<file path="config.mk">
export PLATFORM = sky130hd
export DESIGN_NAME = uart_tx_cfg
export DESIGN_NICKNAME = d
export VERILOG_FILES = /design/src/rtl/uart_pkg.sv /design/src/rtl/uart_baud_tick.sv /design/src/rtl/uart_tx_cfg.sv
export SDC_FILE = /design/constraint.sdc
export NUM_CORES = 1
export LEC_CHECK = 0
export CORE_MARGIN = 1
export CORE_UTILIZATION = 55
export CTS_CLUSTER_SIZE = 14
export DETAILED_ROUTE_END_ITERATION = 12
export PLACE_DENSITY = 0.78
export SETUP_SLACK_MARGIN = 0.4
export SLEW_MARGIN = 0
export SYNTH_ARGS = -nofsm -noshare
export SYNTH_HDL_FRONTEND = slang
export SYNTH_HIERARCHICAL = 1
export SYNTH_SLANG_ARGS = --single-unit
</file>
<file path="constraint.sdc">
create_clock -name clk -period 2.6 [get_ports clk]
set_input_delay 0.52 -clock clk [delete_from_list [all_inputs] [get_ports clk]]
set_output_delay 0.52 -clock clk [all_outputs]
set_load 0.02 [all_outputs]
</file>
<file path="src/rtl/uart_pkg.sv">
// Shared UART definitions: parity modes, transmitter states, frame limits
// and a width helper. Also intended for the receive-side block.
package uart_pkg;

  // Parity selection as presented on the configuration port.
  typedef enum logic [1:0] {
    PAR_NONE = 2'b00,
    PAR_EVEN = 2'b01,
    PAR_ODD  = 2'b10,
    PAR_RSVD = 2'b11
  } parity_e;

  // Transmitter frame phases.
  typedef enum logic [2:0] {
    IDLE,
    START,
    DATA,
    PARITY,
    STOP
  } tx_state_e;

  // Longest frame: start + 9 data + parity + 2 stop.
  localparam int UART_MAX_FRAME_BITS = 13;

  // Number of bits needed to hold the value 'value' (minimum 1).
  function automatic int calc_bit_width(input int value);
    int w;
    w = 1;
    while ((w < 31) && ((value >> w) != 0)) w++;
    return w;
  endfunction

  // Width of the per-frame bit counter.
  localparam int BIT_CNT_W = calc_bit_width(UART_MAX_FRAME_BITS);

endpackage

</file>
<file path="src/rtl/uart_baud_tick.sv">
// Bit-period timer: counts clocks within one bit and flags the last cycle.
// Held cleared while the transmitter is idle so every frame starts on a
// fresh bit period.
module uart_baud_tick
  import uart_pkg::*;
#(
  parameter int CLKS_PER_BIT = 868
) (
  input  logic clk,
  input  logic rst_n,
  input  logic i_run,
  output logic o_tick
);

  localparam int CNT_W = calc_bit_width(CLKS_PER_BIT);
  localparam logic [CNT_W-1:0] LAST_CNT = CNT_W'(CLKS_PER_BIT - 1);

  logic [CNT_W-1:0] baud_cnt;

  // Count 0..CLKS_PER_BIT-1 while running, wrap at each bit boundary.
  // NOTE: state registers use non-blocking assignments so every flop samples
  // pre-edge values, independent of block ordering in simulation.
  always_ff @(posedge clk or negedge rst_n) begin
    if (!rst_n) begin
      baud_cnt <= '0;
    end else if (!i_run || (baud_cnt == LAST_CNT)) begin
      baud_cnt <= '0;
    end else begin
      baud_cnt <= baud_cnt + 1'b1;
    end
  end

  assign o_tick = i_run & (baud_cnt == LAST_CNT);

endmodule

</file>
<file path="src/rtl/uart_tx_cfg.sv">
// Configurable UART transmitter: DATA_W data bits LSB first, optional
// even/odd parity, one or two stop bits, valid/ready input with gapless
// back-to-back frames and a done pulse on the last stop-bit cycle.
module uart_tx_cfg
  import uart_pkg::*;
#(
  parameter int FRE_CLK  = 100_000_000,
  parameter int UART_BPS = 115200,
  parameter int DATA_W   = 8
) (
  input  logic              clk,
  input  logic              rst_n,
  input  logic [DATA_W-1:0] i_data,
  input  logic              i_valid,
  output logic              o_ready,
  input  logic [1:0]        i_parity,
  input  logic              i_stop2,
  output logic              o_uart_tx,
  output logic              o_uart_busy,
  output logic              o_done
);

  localparam int CLKS_PER_BIT = FRE_CLK / UART_BPS;

  if (CLKS_PER_BIT < 4) begin : g_bad_baud
    $error("uart_tx_cfg: CLKS_PER_BIT=%0d is below 4", CLKS_PER_BIT);
  end
  if ((DATA_W < 5) || (DATA_W > 9)) begin : g_bad_width
    $error("uart_tx_cfg: DATA_W=%0d outside 5..9", DATA_W);
  end

  localparam logic [BIT_CNT_W-1:0] LAST_DATA_IDX = BIT_CNT_W'(DATA_W - 1);

  tx_state_e            state_q, state_d;
  logic [DATA_W-1:0]    shreg_q, shreg_d;
  logic [BIT_CNT_W-1:0] bit_idx_q, bit_idx_d;
  logic                 par_en_q, par_en_d;
  logic                 par_bit_q, par_bit_d;
  logic                 stop2_q, stop2_d;
  logic                 tx_q, tx_d;
  logic                 busy_q, busy_d;

  logic                 tick;
  logic                 last_stop;
  logic                 frame_end;
  logic                 transfer;
  parity_e              par_mode;

  uart_baud_tick #(
    .CLKS_PER_BIT (CLKS_PER_BIT)
  ) u_baud_tick (
    .clk    (clk),
    .rst_n  (rst_n),
    .i_run  (busy_q),
    .o_tick (tick)
  );

  // In STOP, bit_idx counts stop bits already sent; the last one is index
  // 0 for one stop bit and index 1 for two.
  assign last_stop = (state_q == STOP) && (bit_idx_q == BIT_CNT_W'(stop2_q));
  assign frame_end = last_stop & tick;
  assign o_ready   = (state_q == IDLE) | frame_end;
  assign transfer  = i_valid & o_ready;
  assign par_mode  = parity_e'(i_parity);

  assign o_uart_tx   = tx_q;
  assign o_uart_busy = busy_q;
  assign o_done      = frame_end;

  // Next-state, shift register, counters and registered line value.
  // NOTE: every variable gets its hold value first, so no path through the
  // case leaves one unassigned and no latch is inferred.
  always_comb begin
    state_d   = state_q;
    shreg_d   = shreg_q;
    bit_idx_d = bit_idx_q;
    par_en_d  = par_en_q;
    par_bit_d = par_bit_q;
    stop2_d   = stop2_q;

    unique case (state_q)
      IDLE: ;
      START: begin
        if (tick) begin
          state_d   = DATA;
          bit_idx_d = '0;
        end
      end
      DATA: begin
        if (tick) begin
          shreg_d = shreg_q >> 1;
          if (bit_idx_q == LAST_DATA_IDX) begin
            bit_idx_d = '0;
            state_d   = par_en_q ? PARITY : STOP;
          end else begin
            bit_idx_d = bit_idx_q + 1'b1;
          end
        end
      end
      PARITY: begin
        if (tick) begin
          state_d   = STOP;
          bit_idx_d = '0;
        end
      end
      STOP: begin
        if (tick) begin
          if (last_stop) begin
            state_d = IDLE;
          end else begin
            bit_idx_d = bit_idx_q + 1'b1;
          end
        end
      end
      default: state_d = IDLE;
    endcase

    // A transfer is only possible in IDLE or on the final stop-bit cycle;
    // either way it overrides the above and launches a new frame.
    if (transfer) begin
      state_d   = START;
      shreg_d   = i_data;
      bit_idx_d = '0;
      par_en_d  = (par_mode == PAR_EVEN) || (par_mode == PAR_ODD);
      par_bit_d = (par_mode == PAR_ODD) ? ~^i_data : ^i_data;
      stop2_d   = i_stop2;
    end

    unique case (state_d)
      START:   tx_d = 1'b0;
      DATA:    tx_d = shreg_d[0];
      PARITY:  tx_d = par_bit_d;
      default: tx_d = 1'b1;
    endcase

    busy_d = (state_d != IDLE);
  end

  // Frame state register; reset abandons any frame and idles the line high.
  always_ff @(posedge clk or negedge rst_n) begin
    if (!rst_n) begin
      state_q   <= IDLE;
      shreg_q   <= '0;
      bit_idx_q <= '0;
      par_en_q  <= 1'b0;
      par_bit_q <= 1'b0;
      stop2_q   <= 1'b0;
      tx_q      <= 1'b1;
      busy_q    <= 1'b0;
    end else begin
      state_q   <= state_d;
      shreg_q   <= shreg_d;
      bit_idx_q <= bit_idx_d;
      par_en_q  <= par_en_d;
      par_bit_q <= par_bit_d;
      stop2_q   <= stop2_d;
      tx_q      <= tx_d;
      busy_q    <= busy_d;
    end
  end

endmodule
</file>
==> results.sh <==
export IMPL_grtUsageMet3_pct=5.215
export IMPL_ys_top_cells_by_area="dfrtp_1 43%, xnor2_1 4.7%, nand2_1 4.5%"
export IMPL_crit_path_end_kind="output port"
export IMPL_ys_seq_area_share_pct=44.78
export IMPL_worst_path_buf_inv=1
export IMPL_gr_usage_met1_pct=31.24
export IMPL_layout_min_cycle_time_ps=2520
export IMPL_vias=1446
export IMPL_postRouteWirelength_um=3645
export IMPL_hold_viol=0
export IMPL_syn_avg_cell_area_sq_um=9.762
export IMPL_ys_ff_latch=30
export IMPL_dp_final_hpwl_um=2573
export IMPL_yosys_warnings=6
export IMPL_htreeDepth=2
export IMPL_clock_tree_buffer_depth=2
export IMPL_synth_compound_area_share_pct=18.63
export IMPL_busiest_layer="met2"
export IMPL_fin_tns_setup_ps=0
export IMPL_grt_max_degree=31
export IMPL_pre_cts_ws_ps=-154.9
export IMPL_cts_sinks=30
export IMPL_io_buffers=17
export IMPL_critPathMaxFanout=4
export IMPL_clkPwrFrac_pct=22.1
export IMPL_setup_violations=0
export IMPL_pwr_share_comb_pct=30.3
export IMPL_async_reset_ff_share_pct=100.0
export IMPL_arrival_ps=2000
export IMPL_run_status="finished with violations"
export IMPL_n_antenna_cell=0
export IMPL_crit_path_top_delay_cell="or4_4"
export IMPL_grt_pass1_vias=1459
export IMPL_relSlewSlack_pct=63.37
export IMPL_final_max_slew_viol_count=0
export IMPL_slowest_delay_ps=540
export IMPL_p_switching_mw=0.4187
export IMPL_grt_ovfl_total=0
export IMPL_intPower_mw=0.9097
export IMPL_coreArea_sq_um=2829
export IMPL_cp_data_required_time_ps=2080
export IMPL_rows=19
export IMPL_fin_cells=241
export IMPL_crit_family="simple AND/OR/NAND/NOR gates"
export IMPL_worstSetupPathType="flop to output port"
export IMPL_synth_top_family_by_area="simple AND/OR/NAND/NOR gates"
export IMPL_antenna_found_initial=0
export IMPL_finClkSkew_ps=7.505
export IMPL_synth_adder_area_share_pct=2.235
export IMPL_synth_cell_type_count=45
export IMPL_yosys_top_cells_count="29 x dfrtp_1, 20 x nand2_1, 17 x nor2_1, 11 x a21oi_1, 9 x xnor2_1"
export IMPL_ant_nets=0
export IMPL_synth_nets=189
export IMPL_globalplace_congestion=0.8279
export IMPL_synth_most_common_cell="dfrtp_1"
export IMPL_insertion_delay_ps=330
export IMPL_synth_ff_type="dfrtp_1"
export IMPL_die_h_um=57.26
export IMPL_numPlacedInstances=229
export IMPL_viasPerCell=6.000
export IMPL_max_freq_mhz=396.8
export IMPL_yosysTopAreaCell="dfrtp_1"
export IMPL_ir_worst_vdd_mv=0.5558
export IMPL_pin_count=18
export IMPL_tightest_slew_ps=542.3
export IMPL_wl_per_cell_um=15.12
export IMPL_path_cells="or4_4 -> nor2_4 -> and4_4 -> a31oi_4 -> nor3_4 -> buf_6"
export IMPL_fin_ws_ps=79.80
export IMPL_fin_crit_sh_pct=96.93
export IMPL_seq_power_share_pct=47.6
export IMPL_synthMuxAreaShare_pct=1.192
export IMPL_fin_nets=226
export IMPL_grt_pass1_wl_um=6320
export IMPL_start_kind="flop"
export IMPL_die_w_um=57.26
export IMPL_synthCells=172
export IMPL_synth_xor_area_share_pct=6.259
export IMPL_hold_path_class="flop to flop"
export IMPL_clkTransAtPathRegs_ps=100
export IMPL_cts_tree="built"
export IMPL_synth_top_area_share_pct=43.22
export IMPL_rsz0062_at_grt="yes"
export IMPL_drt_iter0_drc=69
export IMPL_drv_cap=0
export IMPL_initial_utilization_pct=59.35
export IMPL_grt_usage_pct=25.69
export IMPL_use_met2_pct=43.19
export IMPL_p_sw_share_pct=31.52
export IMPL_die_area_sq_um=3278
export IMPL_leakagePower_nw=0.9046
export IMPL_synth_edf_count=0
export IMPL_numCtsBuffers=5
export IMPL_synth_simple_area_share_pct=22.13
export IMPL_drc_errors=1
export IMPL_drive_gt1_share_pct=22.86
export IMPL_dr_pass1_iters=10
export IMPL_area_delta_synth_final_pct=25.26
export IMPL_violations="DRC"
export IMPL_p_per_area_nw_per_um2=631.6
export IMPL_synthesis_area_sq_um=1679
export IMPL_cts_root_buf="clkbuf_4"
-- logic make-up (layout without fill, tap and decap cells) --
| family | Yosys count | in the layout |
|---|---|---|
| flip-flops | 30 | 30 |
| AND/OR/NAND/NOR | 69 | 69 |
| XOR/XNOR | 12 | 12 |
| buffers and inverters | 12 | 50 |
| multiplexers | 2 | 2 |
| AO/OA/AOI/OAI | 44 | 44 |
| adder cells (fa/ha/maj) | 3 | 3 |
-- power by group through the flow --
| stage | clock network, mW | registers (mW) | logic [mW] |
|---|---|---|---|
| floorplan | 0 | 0.640 | 0.211 |
| global placement | 0 | 0.633 | 0.378 |
| detailed placement | 0 | 0.641 | 0.389 |
| CTS | 0.299 | 0.632 | 0.404 |
| global route | 0.317 | 0.646 | 0.445 |
| finish | 0.293 | 0.632 | 0.402 |
-- layout by cell type (no fill, tap or decap), types with 4 or more instances in the layout --
master / netlist / routed
inv_1: 6 / 6
o21ai_0: 4 / 4
or3_1: 4 / 4
a21o_1: 7 / 7
clkbuf_4: 0 / 5
a21oi_1: 11 / 9
a21oi_2: 2 / 4
xnor2_1: 9 / 9
nand3_1: 8 / 8
a22o_1: 6 / 6
clkdlybuf4s50_1: 0 / 15
nor2_1: 17 / 15
nand2_1: 20 / 20
dfrtp_1: 29 / 29
buf_4: 1 / 18
-- worst reg2reg max path, delay by kind of cell (launching register included) --
| kind | cells | cell delay, ps |
|---|---|---|
| AOI/OAI and AO/OA | 3 | 360 |
| DFF | 1 | 400 |
| buffers and inverters | 2 | 310 |
| and+or+nand+nor | 5 | 1300 |
-- stage by stage --
step	utilization, %	hold slack (ps)	total power [mW]	area [sq um]
after CTS	73.86	494.1	1.335	2090
after floorplan	-	224.4	0.8509	1714
after global placement	69.92	466.2	1.011	1978
after detailed placement	69.92	474.8	1.031	1978
final	74.35	489.5	1.328	2103
after global routing	74.35	512.5	1.408	2103
-- area by class of cell --
| class | count | area, sq um |
|---|---|---|
| inverter | 6 | 22.52 |
| clock buffer | 7 | 55.05 |
| timing repair buffer | 36 | 327.8 |
| tap | 31 | 38.79 |
| sequential | 30 | 752.0 |
| multi-input combinational | 130 | 902.1 |
| fill | 208 | 725.7 |
| clock inverter | 1 | 5.005 |
-- repair_timing --
| item | in CTS | in global routing |
|---|---|---|
| gates cloned | 0 | 0 |
| pin swaps | 5 | 2 |
| setup endpoints to repair | 18 | 16 |
| setup buffers | 3 | 1 |
| gates resized for setup | 17 | 1 |
| hold buffers | 0 | 0 |
-- sequential cells by signal (all words and copies together), names as in the netlist --
register              cells
o_uart_busy               1
bit_idx_q                 4
stop2_q                   1
par_en_q                  1
state_q                   3
o_uart_tx                 1
par_bit_q                 1
shreg_q                   8
u_baud_tick/baud_cnt     10
-- per-layer routing --
layer,part of all wire (%),wire length [um],vias to the layer above
li1,-,-,694
met1,46,1661,706
met2,49,1773,35
met3,3.6,131,11
met4,2.1,78,0
met5,0,0,-
-- worst paths after layout --
check                                                       start                                 to  slack, ps  depth (start not counted)
worst min-delay path                       shreg_q[1]$_DFFE_PN0P_             shreg_q[1]$_DFFE_PN0P_        490                          1
worst max register to register  u_baud_tick/baud_cnt[7]$_DFF_PN0_                o_uart_tx$_DFF_PN1_        180                         10
worst max-delay path            u_baud_tick/baud_cnt[7]$_DFF_PN0_                            o_ready         80                          6
worst min register to register             shreg_q[1]$_DFFE_PN0P_             shreg_q[1]$_DFFE_PN0P_        490                          1
max in group asynchronous                                   rst_n                o_uart_tx$_DFF_PN1_       1730                          2
min in group asynchronous                                   rst_n  u_baud_tick/baud_cnt[8]$_DFF_PN0_        560                          2
No activity file was read; power rests on OpenSTA's default activity.
